<file path="src/rtl/ifu_fetch_master.sv">
// ifu_fetch_master: AXI4-Lite read initiator (AR+R) that fetches one word per PC and hands it to decode
//  clk_i/rst_ni             clock, asynchronous active-low reset
//  fetch_en_i               allows IDLE->REQ
//  araddr_o/arvalid_o/arready_i, rdata_i/rresp_i/rvalid_i/rready_o   AXI4-Lite read channels
//  inst_o/inst_pc_o/inst_err_o/inst_valid_o/inst_ready_i             decode handoff
//  redirect_valid_i/redirect_pc_i                                    pipeline redirect
module ifu_fetch_master #(
  parameter logic [31:0] RESET_PC = 32'h8000_0000,
  parameter logic [31:0] PC_STEP  = 32'd4
) (
  input  logic        clk_i,
  input  logic        rst_ni,
  input  logic        fetch_en_i,
  output logic [31:0] araddr_o,
  output logic        arvalid_o,
  input  logic        arready_i,
  input  logic [31:0] rdata_i,
  input  logic [1:0]  rresp_i,
  input  logic        rvalid_i,
  output logic        rready_o,
  output logic [31:0] inst_o,
  output logic [31:0] inst_pc_o,
  output logic        inst_err_o,
  output logic        inst_valid_o,
  input  logic        inst_ready_i,
  input  logic        redirect_valid_i,
  input  logic [31:0] redirect_pc_i
);
  localparam logic [1:0] IDLE = 2'd0, REQ = 2'd1, WAIT_R = 2'd2, HOLD = 2'd3;
  logic [1:0]  state_q, state_d;
  logic [31:0] pc_q, pc_d, npc_q, npc_d, inst_q, inst_d, inst_pc_q, inst_pc_d;
  logic        kill_q, kill_d, inst_err_q, inst_err_d;
  logic [31:0] tgt;
  assign tgt = redirect_pc_i & ~32'd3;
  always_comb begin
    state_d    = state_q;
    pc_d       = pc_q;
    npc_d      = npc_q;
    kill_d     = kill_q;
    inst_d     = inst_q;
    inst_pc_d  = inst_pc_q;
    inst_err_d = inst_err_q;
    case (state_q)
      IDLE: begin
        pc_d    = redirect_valid_i ? tgt : pc_q;
        state_d = fetch_en_i ? REQ : IDLE;
      end
      // the outstanding address must not move, so a redirect here is only recorded
      REQ: begin
        npc_d   = redirect_valid_i ? tgt : npc_q;
        kill_d  = kill_q | redirect_valid_i;
        state_d = arready_i ? WAIT_R : REQ;
      end
      WAIT_R: begin
        npc_d  = redirect_valid_i ? tgt : npc_q;
        kill_d = kill_q | redirect_valid_i;
        // squashed word: drop it and resume at the latest redirect target
        if (rvalid_i && (kill_q || redirect_valid_i)) begin
          state_d = IDLE;
          kill_d  = 1'b0;
          pc_d    = redirect_valid_i ? tgt : npc_q;
        end else if (rvalid_i) begin
          state_d    = HOLD;
          inst_d     = rdata_i;
          inst_pc_d  = pc_q;
          inst_err_d = |rresp_i;
        end
      end
      default: begin
        state_d = (redirect_valid_i || inst_ready_i) ? IDLE : HOLD;
        pc_d    = redirect_valid_i ? tgt : inst_ready_i ? pc_q + PC_STEP : pc_q;
      end
    endcase
  end
  always_ff @(posedge clk_i or negedge rst_ni) begin
    if (!rst_ni) begin
      state_q    <= IDLE;
      pc_q       <= RESET_PC;
      npc_q      <= RESET_PC;
      kill_q     <= 1'b0;
      inst_q     <= '0;
      inst_pc_q  <= '0;
      inst_err_q <= 1'b0;
    end else begin
      state_q    <= state_d;
      pc_q       <= pc_d;
      npc_q      <= npc_d;
      kill_q     <= kill_d;
      inst_q     <= inst_d;
      inst_pc_q  <= inst_pc_d;
      inst_err_q <= inst_err_d;
    end
  end
  assign araddr_o     = pc_q;
  assign arvalid_o    = state_q == REQ;
  assign rready_o     = state_q == WAIT_R;
  assign inst_valid_o = state_q == HOLD;
  assign inst_o       = inst_q;
  assign inst_pc_o    = inst_pc_q;
  assign inst_err_o   = inst_err_q;
endmodule

</file>
<file path="config.mk">
export PLATFORM = sky130hd
export DESIGN_NAME = ifu_fetch_master
export DESIGN_NICKNAME = d
export VERILOG_FILES = /design/src/rtl/ifu_fetch_master.sv
export SDC_FILE = /design/constraint.sdc
export NUM_CORES = 1
export LEC_CHECK = 0
export CAP_MARGIN = 5
export CORE_MARGIN = 1.5
export CORE_UTILIZATION = 24
export DETAILED_ROUTE_END_ITERATION = 12
export SLEW_MARGIN = 0
export SYNTH_ARGS = -nofsm -noshare
export SYNTH_HDL_FRONTEND = slang
export SYNTH_SLANG_ARGS = --single-unit
</file>
<file path="constraint.sdc">
create_clock -name clk_i -period 2.4 [get_ports clk_i]
set_input_delay 0.6 -clock clk_i [delete_from_list [all_inputs] [get_ports clk_i]]
set_output_delay 0.6 -clock clk_i [all_outputs]
set_load 0.02 [all_outputs]
</file>
==> results of run 1 <==
[registers in the layout, indices dropped and copies added, names as in the netlist]
signal      flops
kill_q          1
inst_err_o      1
inst_pc_o      32
state_q         2
npc_q          32
araddr_o       32
inst_o         32
[metal layers]
layer,share of wire,vias to the layer above
li1,-,2502
met1,0.46,2633
met2,0.46,184
met3,0.066,22
met4,0.013,4
met5,0.0012,-
[cell usage after synthesis, drive strengths merged, types with 3 or more instances]
| library cell | instances |
|---|---|
| dfrtp | 130 |
| a22o | 6 |
| and2 | 4 |
| nand2 | 32 |
| inv | 14 |
| a221oi | 12 |
| nor3 | 12 |
| or3 | 4 |
| o31a | 4 |
| and3 | 9 |
| a31oi | 4 |
| a221o | 5 |
| buf | 13 |
| a22oi | 8 |
| nand3 | 13 |
| mux2 | 99 |
| nor4 | 12 |
| a21oi | 22 |
| o21ai | 46 |
| o211ai | 3 |
| o2bb2ai | 3 |
| nor2b | 3 |
| nand4 | 9 |
| clkbuf | 24 |
| a222oi | 5 |
| nor2 | 27 |
| ha | 5 |
| o22ai | 3 |
| o31ai | 7 |
[cells by family after synthesis]
| kind of cell | Yosys count | synth area share |
|---|---|---|
| AO/OA/AOI/OAI | 138 | 0.145 |
| XOR/XNOR | 4 | 0.00552 |
| adder cells (fa/ha/maj) | 5 | 0.00985 |
| buffers and inverters | 51 | 0.0343 |
| flip-flops | 132 | 0.521 |
| multiplexers | 99 | 0.176 |
| AND/OR/NAND/NOR | 132 | 0.109 |
[how the worst max path moves through the flow]
stage                           startpoint       endpoint  slack [ns]  cells after the start
after floorplan                 state_q[0]      inst_o[0]        0.09                      8
after global placement    redirect_valid_i   inst_pc_o[5]       -0.03                      6
after detailed placement  redirect_valid_i  inst_pc_o[14]       -0.07                      6
after CTS                     araddr_o[31]   araddr_o[31]        0.10                      1
after global routing            state_q[1]   inst_valid_o        0.05                      2
final                         araddr_o[31]   araddr_o[31]        0.14                      1
[power by group through the flow]
stage / sequential [mW] / clock (mW) / combinational [mW]
floorplan: 4.64 / 0 / 2.28
CTS: 3.92 / 2.80 / 5.81
detailed placement: 3.96 / 0 / 5.80
global route: 4.06 / 2.90 / 6.21
global placement: 3.91 / 0 / 5.72
finish: 3.91 / 2.72 / 5.76
[cell usage in the layout, fill, tap and decap left out, types with 3 or more instances in the layout]
master / synthesis / routed
sky130_fd_sc_hd__clkdlybuf4s50_1: 0 / 167
sky130_fd_sc_hd__dfrtp_1: 130 / 130
sky130_fd_sc_hd__mux2_2: 99 / 99
sky130_fd_sc_hd__buf_4: 0 / 46
sky130_fd_sc_hd__o21ai_0: 44 / 44
sky130_fd_sc_hd__nand2_1: 32 / 32
sky130_fd_sc_hd__nor2_1: 27 / 27
sky130_fd_sc_hd__a21oi_1: 22 / 22
sky130_fd_sc_hd__clkbuf_16: 0 / 17
sky130_fd_sc_hd__inv_1: 14 / 14
sky130_fd_sc_hd__a221oi_1: 12 / 12
sky130_fd_sc_hd__nand3_1: 12 / 12
sky130_fd_sc_hd__nor3_1: 11 / 11
sky130_fd_sc_hd__nor4_1: 11 / 11
sky130_fd_sc_hd__nand4_1: 9 / 9
sky130_fd_sc_hd__a22oi_1: 8 / 8
sky130_fd_sc_hd__and3_1: 8 / 8
sky130_fd_sc_hd__o31ai_1: 7 / 7
sky130_fd_sc_hd__a22o_1: 6 / 6
sky130_fd_sc_hd__buf_12: 0 / 6
sky130_fd_sc_hd__a221o_1: 5 / 5
sky130_fd_sc_hd__a222oi_1: 5 / 5
sky130_fd_sc_hd__and2_1: 4 / 4
sky130_fd_sc_hd__o31a_1: 4 / 4
sky130_fd_sc_hd__a31oi_1: 4 / 4
sky130_fd_sc_hd__inv_6: 0 / 4
sky130_fd_sc_hd__nor2b_1: 3 / 3
sky130_fd_sc_hd__o211ai_1: 3 / 3
sky130_fd_sc_hd__or3_1: 3 / 3
sky130_fd_sc_hd__o2bb2ai_1: 3 / 3
sky130_fd_sc_hd__o22ai_1: 3 / 3
sky130_fd_sc_hd__ha_1: 5 / 3
sky130_fd_sc_hd__bufinv_16: 0 / 3
sky130_fd_sc_hd__clkinvlp_4: 0 / 3
[what timing repair did]
item / CTS / global route
endpoints found under the hold margin: 0 / 0
gates resized for setup: 4 / 0
setup endpoints to repair: 2 / 0
[per-stage QoR]
stage          setup TNS [ns]  instance area [sq um]  utilization
3_3_place_gp           -0.870                   8770        0.338
5_1_grt                     0                   9390        0.361
3_5_place_dp            -3.02                   8770        0.338
6_report                    0                   9390        0.361
4_1_cts                     0                   9390        0.361
2_1_floorplan               0                   6350            -
[area by class of cell]
| type | instances | area [sq um] | area share |
|---|---|---|---|
| Antenna cell | 1 | 2.50 | 0.000266 |
| Clock buffer | 18 | 439 | 0.0468 |
| Clock inverter | 14 | 175 | 0.0187 |
| Inverter | 14 | 52.6 | 0.00560 |
| Multi-Input combinational cell | 378 | 2830 | 0.301 |
| Sequential cell | 132 | 3310 | 0.352 |
| Tap cell | 335 | 419 | 0.0446 |
| Timing Repair Buffer | 222 | 2170 | 0.231 |
==> metrics.md, run 1 <==
| Metric | Value |
|---|---|
| Run status | finished clean |
| Slew Viols, Final | 0 |
| Setup Buffers After CTS | 0 |
| Maximum number of pins on one net before global-route repair | 60 |
| Insertion delay of the later-clocked pin in the worst-skew pair | 0.42 ns |
| Share of the clock period used by the worst path | 0.943 |
| Critical-path cell list | clkdlybuf4s50_1 |
| Final wirelength | between 15 and 20 mm |
| Final Setup Violations | 0 |
| Crit Path Max Fanout | 4 |
| Row count | approximately 60 |
| Switching component of the power | 4.64 mW |
| Deepest clock path buffer count | 2 |
| Design internal power | around 7.7 mW |
| Sequential Power Share | 0.316 |
| Nature of the critical path startpoint | flip-flop |
| Highest clock rate | 442 MHz |
| Peak-usage layer in the global routing report | met2 |
| Total global routing overflow | 0 |
| Worst Path Arrival | 1.66 ns |
| Nets@finish | between 800 and 900 |
| Worst IR drop on VDD | about 0.54 mV |
| Clock power frac | 0.220 |
| Post-route clock skew | approximately 0.0076 ns |
| Width of the chip | around 170 um |
| Biggest area contributors in the synthesized netlist | sky130_fd_sc_hd__dfrtp_1, sky130_fd_sc_hd__mux2_2, sky130_fd_sc_hd__o21ai_0 |
| Post-synth EDFFs | 0 |
| Total Routing Usage GR | 0.139 |
| Final Hold Slack | around 0.17 ns |
| Vias in the first global route | about 5.3k |
| Post-DP HPWL | between 10 and 15 mm |
| Cell taking the most area after synthesis | sky130_fd_sc_hd__dfrtp_1 |
| Number of buffers and inverters on the critical path | 1 |
| Critical path capture point type | output pin |
| Count of warnings emitted by yosys | 0 |
| Mean number of vias per cell | 4.80 |
| DRT Pass-1 Iters | 6 |
| Max-slew headroom at the worst pin | 0.601 |
| Setup repair after global routing missed its margin | false |
| Per-instance average area after synthesis | around 11 sq um |
| Startpoint of the lowest-slack register-to-register path | araddr_o[3] |
| Sw Share | 0.375 |
| Prevailing post-synth register cell | sky130_fd_sc_hd__dfrtp_1 |
| Critical-path cell with the highest stage delay | sky130_fd_sc_hd__clkdlybuf4s50_1 |
| Post-route total power | between 10 and 15 mW |
| Number of violations reported at the end of detailed-routing iteration 0 | approximately 320 |
| Hold buffer count at CTS | 0 |
| Sequential share of the synthesized area | 0.521 |
| CP peak stage delay | ~0.67 ns |
| Number of antenna violations at the first check in global routing | 3 |
| Share of post-route cells with drive strength above 1 | 0.254 |
| CTS tree | yes |
| Register-to-register setup slack | 0.21 ns |
| Synthesized instance count | around 560 |
| H-tree Lvls | 4 |
| Tightest Pin Transition | 0.598 ns |
| Reg-to-reg endpoint | araddr_o[22] |
| Core region area | 26000 sq um |
| Clock Pin Slew Worst Setup and Hold Paths | 0.06 ns |
| Leakage Power | roughly 4 nW |
| Routability congestion estimate from global placement | about 0.82 |
| Average wire per standard cell | between 15 and 20 um |
| Final Hold Fails | 0 |
| Part of the total power dissipated in combinational logic | 0.465 |
| Top delay family on crit path | buffers and inverters |
| Proportion of register bits with asynchronous set or reset after synthesis | 1.00 |
| Met3 track demand over resource | 0.0440 |
| Area of the die | ~27000 sq um |
| Nets in the synthesized netlist | about 640 |
| Global-route wire length before repair | 30.2 mm |
| Remaining routing DRC violations | 0 |
| Class of the worst hold path | input pin to async pin |
| Clock net sink count | between 100 and 150 |
| I/O pin cnt | around 170 |
| Global Route met1 Usage | 0.183 |
| Number of buffers inserted by port buffering | 170 |
| Cell Pwr Density | about 1300 nW/um^2 |
| Number of non-filler instances in the completed layout | 1114 |
| Count of maximum capacitance violations | 0 |
| Least setup slack across all paths after layout | around 0.14 ns |
| Relative area change from synthesis to final layout | 47.9% |
| Time the worst path needs with I/O delays and setup | 2.26 ns |
| Met2 Usage GRT | 0.216 |
| Required arrival time at the worst endpoint | ~1.8 ns |
| R2r worst-path depth | 6 |
| Routed vias | 5345 |
| Number of synthesized register bits | about 130 |
| Die boundary height | 166 um |
| Post-synth cell types | 51 |
| Antenna-violating nets left | 0 |
| Crit Path Class | flip-flop to output pin |
| Worst slack at placement | -0.0667 ns |
| CTS root buf | sky130_fd_sc_hd__clkbuf_16 |
| Post-synth design cell area | roughly 6300 sq um |
| Share of the synthesized area in the top cell type | 0.512 |
| Filler instances | 2571 |
| TritonCTS buffer count | 17 |
| Starting Density | 0.244 |
| Placed instance count | 1081 |
Power figures use the tool's default switching activity.
==> run 2: changes to the inputs <==
--- a/config.mk
+++ b/config.mk
@@ -9,6 +9,7 @@
 export CORE_MARGIN = 1.5
 export CORE_UTILIZATION = 24
 export DETAILED_ROUTE_END_ITERATION = 12
+export GPL_ROUTABILITY_DRIVEN = 1
 export SLEW_MARGIN = 0
 export SYNTH_ARGS = -nofsm -noshare
 export SYNTH_HDL_FRONTEND = slang
==> results of run 2 <==
No change in the layout: final DEF, timing and power equal those of run 1.
==> run 3: changes to the inputs <==
--- a/config.mk
+++ b/config.mk
@@ -8,6 +8,7 @@
 export CAP_MARGIN = 5
 export CORE_MARGIN = 1.5
 export CORE_UTILIZATION = 24
+export CTS_BUF_LIST = sky130_fd_sc_hd__clkbuf_16
 export DETAILED_ROUTE_END_ITERATION = 12
 export GPL_ROUTABILITY_DRIVEN = 1
 export SLEW_MARGIN = 0
==> run 3 against run 2 <==
  * Clock-buffer cell count is 1 lower
  * Sequential power is essentially flat
  * Critical path depth did not move
  * Worst hold slack got worse by 0.0013 ns
  * Largest cell class unchanged
  * Clock power decreased by 1%
  * Cell count is the same
  * Wire length increased by 0.10%
  * Die area is the same
==> metrics.md, run 3 (synthesis gave the netlist of run 1 again) <==
| Metric | Value |
|---|---|
| Storage cell area | approximately 3300 sq um |
| Time the worst path needs with I/O delays and setup | about 2.3 ns |
| Relative area change from synthesis to final layout | 47.8% |
| Number of antenna violations at the first check in global routing | 3 |
| Average wire per standard cell | between 15 and 20 um |
| Share of post-route cells with drive strength above 1 | 0.253 |
| Number of buffers and inverters on the critical path | 1 |
| Mean number of vias per cell | just under 5 |
| Area of the die | 27400 sq um |
| Starting Density | 0.244 |
| Leakage Power | between 3 and 4 nW |
| Total global routing overflow | 0 |
| Filler instances | between 2k and 3k |
| Total Routing Usage GR | 0.139 |
| Remaining routing DRC violations | 0 |
| Design internal power | between 7 and 8 mW |
| Maximum number of pins on one net before global-route repair | 60 |
| Clock net sink count | about 130 |
| Insertion delay of the later-clocked pin in the worst-skew pair | 0.42 ns |
| Required arrival time at the worst endpoint | 1.80 ns |
| Row count | just under 60 |
| Clock Pin Slew Worst Setup and Hold Paths | 0.06 ns |
| Clock power frac | 0.217 |
| Nets@finish | approximately 840 |
| Die boundary height | 166 um |
| Crit Path Max Fanout | 4 |
| Sw Share | 0.376 |
| Final Hold Slack | 0.169 ns |
| Post-DP HPWL | around 14 mm |
| Core region area | approximately 26000 sq um |
| Top delay family on crit path | buffers and inverters |
| Met2 Usage GRT | 0.216 |
| Worst IR drop on VDD | approximately 0.54 mV |
| Setup Buffers After CTS | 0 |
| Global Route met1 Usage | 0.183 |
| Post-route total power | 12.4 mW |
| Area of combinational cells with multiple inputs | between 2000 and 3000 sq um |
| Max-slew headroom at the worst pin | 0.599 |
| Nature of the critical path startpoint | flip-flop |
| Number of cells upsized or downsized after cts | 4 |
| Number of violations reported at the end of detailed-routing iteration 0 | ~330 |
| Critical-path cell list | clkdlybuf4s50_1 |
| CP peak stage delay | 0.67 ns |
| Post-route clock skew | approximately 0.0093 ns |
| Final wirelength | approximately 19 mm |
| Peak-usage layer in the global routing report | met2 |
| Final Hold Fails | 0 |
| Slew Viols, Final | 0 |
| Startpoint of the lowest-slack register-to-register path | araddr_o[2] |
| Routability congestion estimate from global placement | a little over 0.8 |
| I/O pin cnt | between 150 and 200 |
| DRT Pass-1 Iters | 5 |
| CTS tree | yes |
| Run status | finished clean |
| Placed cell areas | a little under 9000 sq um |
| Total Negative Setup Slacks | 0 ns |
| Sequential Power Share | 0.317 |
| Setup repair after global routing missed its margin | false |
| Hold buffer count at CTS | 0 |
| Antenna-violating nets left | 0 |
| Most frequent cells in the layout | sky130_fd_sc_hd__clkdlybuf4s50_1, sky130_fd_sc_hd__dfrtp_1, sky130_fd_sc_hd__mux2_2 |
| Worst Path Arrival | about 1.7 ns |
| Width of the chip | approximately 170 um |
| Count of maximum capacitance violations | 0 |
| Part of the total power dissipated in combinational logic | 0.466 |
| Switching component of the power | about 4.6 mW |
| Number of buffers inserted by port buffering | 170 |
| First element of the critical path | araddr_o[31] |
| Vias in the first global route | between 5k and 6k |
| Critical path capture point type | output pin |
| H-tree Lvls | 4 |
| Tightest Pin Transition | roughly 0.6 ns |
| Crit Path Class | flip-flop to output pin |
| Highest clock rate | about 440 MHz |
| Class of the worst hold path | input pin to async pin |
| TritonCTS buffer count | 17 |
| CTS root buf | sky130_fd_sc_hd__clkbuf_16 |
| Final Setup Violations | 0 |
| Global-route wire length before repair | between 30 and 40 mm |
| Routed vias | ~5.4k |
| Cell Pwr Density | about 1300 nW/um^2 |
| Deepest clock path buffer count | 2 |
| Post-Layout Inst Area | around 9400 sq um |
| Critical-path cell with the highest stage delay | sky130_fd_sc_hd__clkdlybuf4s50_1 |
| Most common cell after layout, fill and taps aside | sky130_fd_sc_hd__clkdlybuf4s50_1 |
| Met3 track demand over resource | 0.0440 |
| Share of the clock period used by the worst path | 0.944 |
==> run 3: worst paths after layout <==
kind                            endpoint  slack (ns)  cells past startpoint
setup / recovery            araddr_o[31]        0.14                      1
setup reg to reg            araddr_o[22]        0.21                      6
max in group asynchronous   araddr_o[27]        1.55                      2
min in group clk_i              npc_q[1]        0.49                      1
hold reg to reg                 npc_q[1]        0.49                      1
hold / removal             inst_pc_o[11]        0.17                      1
==> run 3: cell type report <==
class / count / share of cell area
tap: 335 / 0.0447
inverter: 14 / 0.00560
multi-input combinational: 378 / 0.302
sequential: 132 / 0.352
timing repair buffer: 222 / 0.231
antenna: 1 / 0.000267
clock buffer: 17 / 0.0453
clock inverter: 15 / 0.0191
==> run 3: per-layer routing <==
metal,routed length (um),part of all wire,up-vias
met5,23,0.0012,-
met2,8690,0.46,204
met3,1240,0.066,25
met1,8640,0.46,2622
met4,242,0.013,4
li1,-,-,2500
==> run 3: power by group through the flow <==
stage	combinational [mW]	clock (mW)	sequential, mW
after floorplan	2.28	0	4.64
after global placement	5.72	0	3.91
after detailed placement	5.80	0	3.96
after CTS	5.81	2.77	3.92
after global routing	6.21	2.86	4.06
final	5.76	2.68	3.91
==> run 3: per-stage QoR <==
| step | cells | setup WS, ns | utilization |
|---|---|---|---|
| detailed placement | 1081 | -0.0667 | 0.338 |
| global route | 1113 | 0.0528 | 0.361 |
| finish | 1114 | 0.135 | 0.361 |
| CTS | 1113 | 0.101 | 0.361 |
| floorplan | 561 | 0.0929 | - |
| global placement | 1081 | -0.0305 | 0.338 |
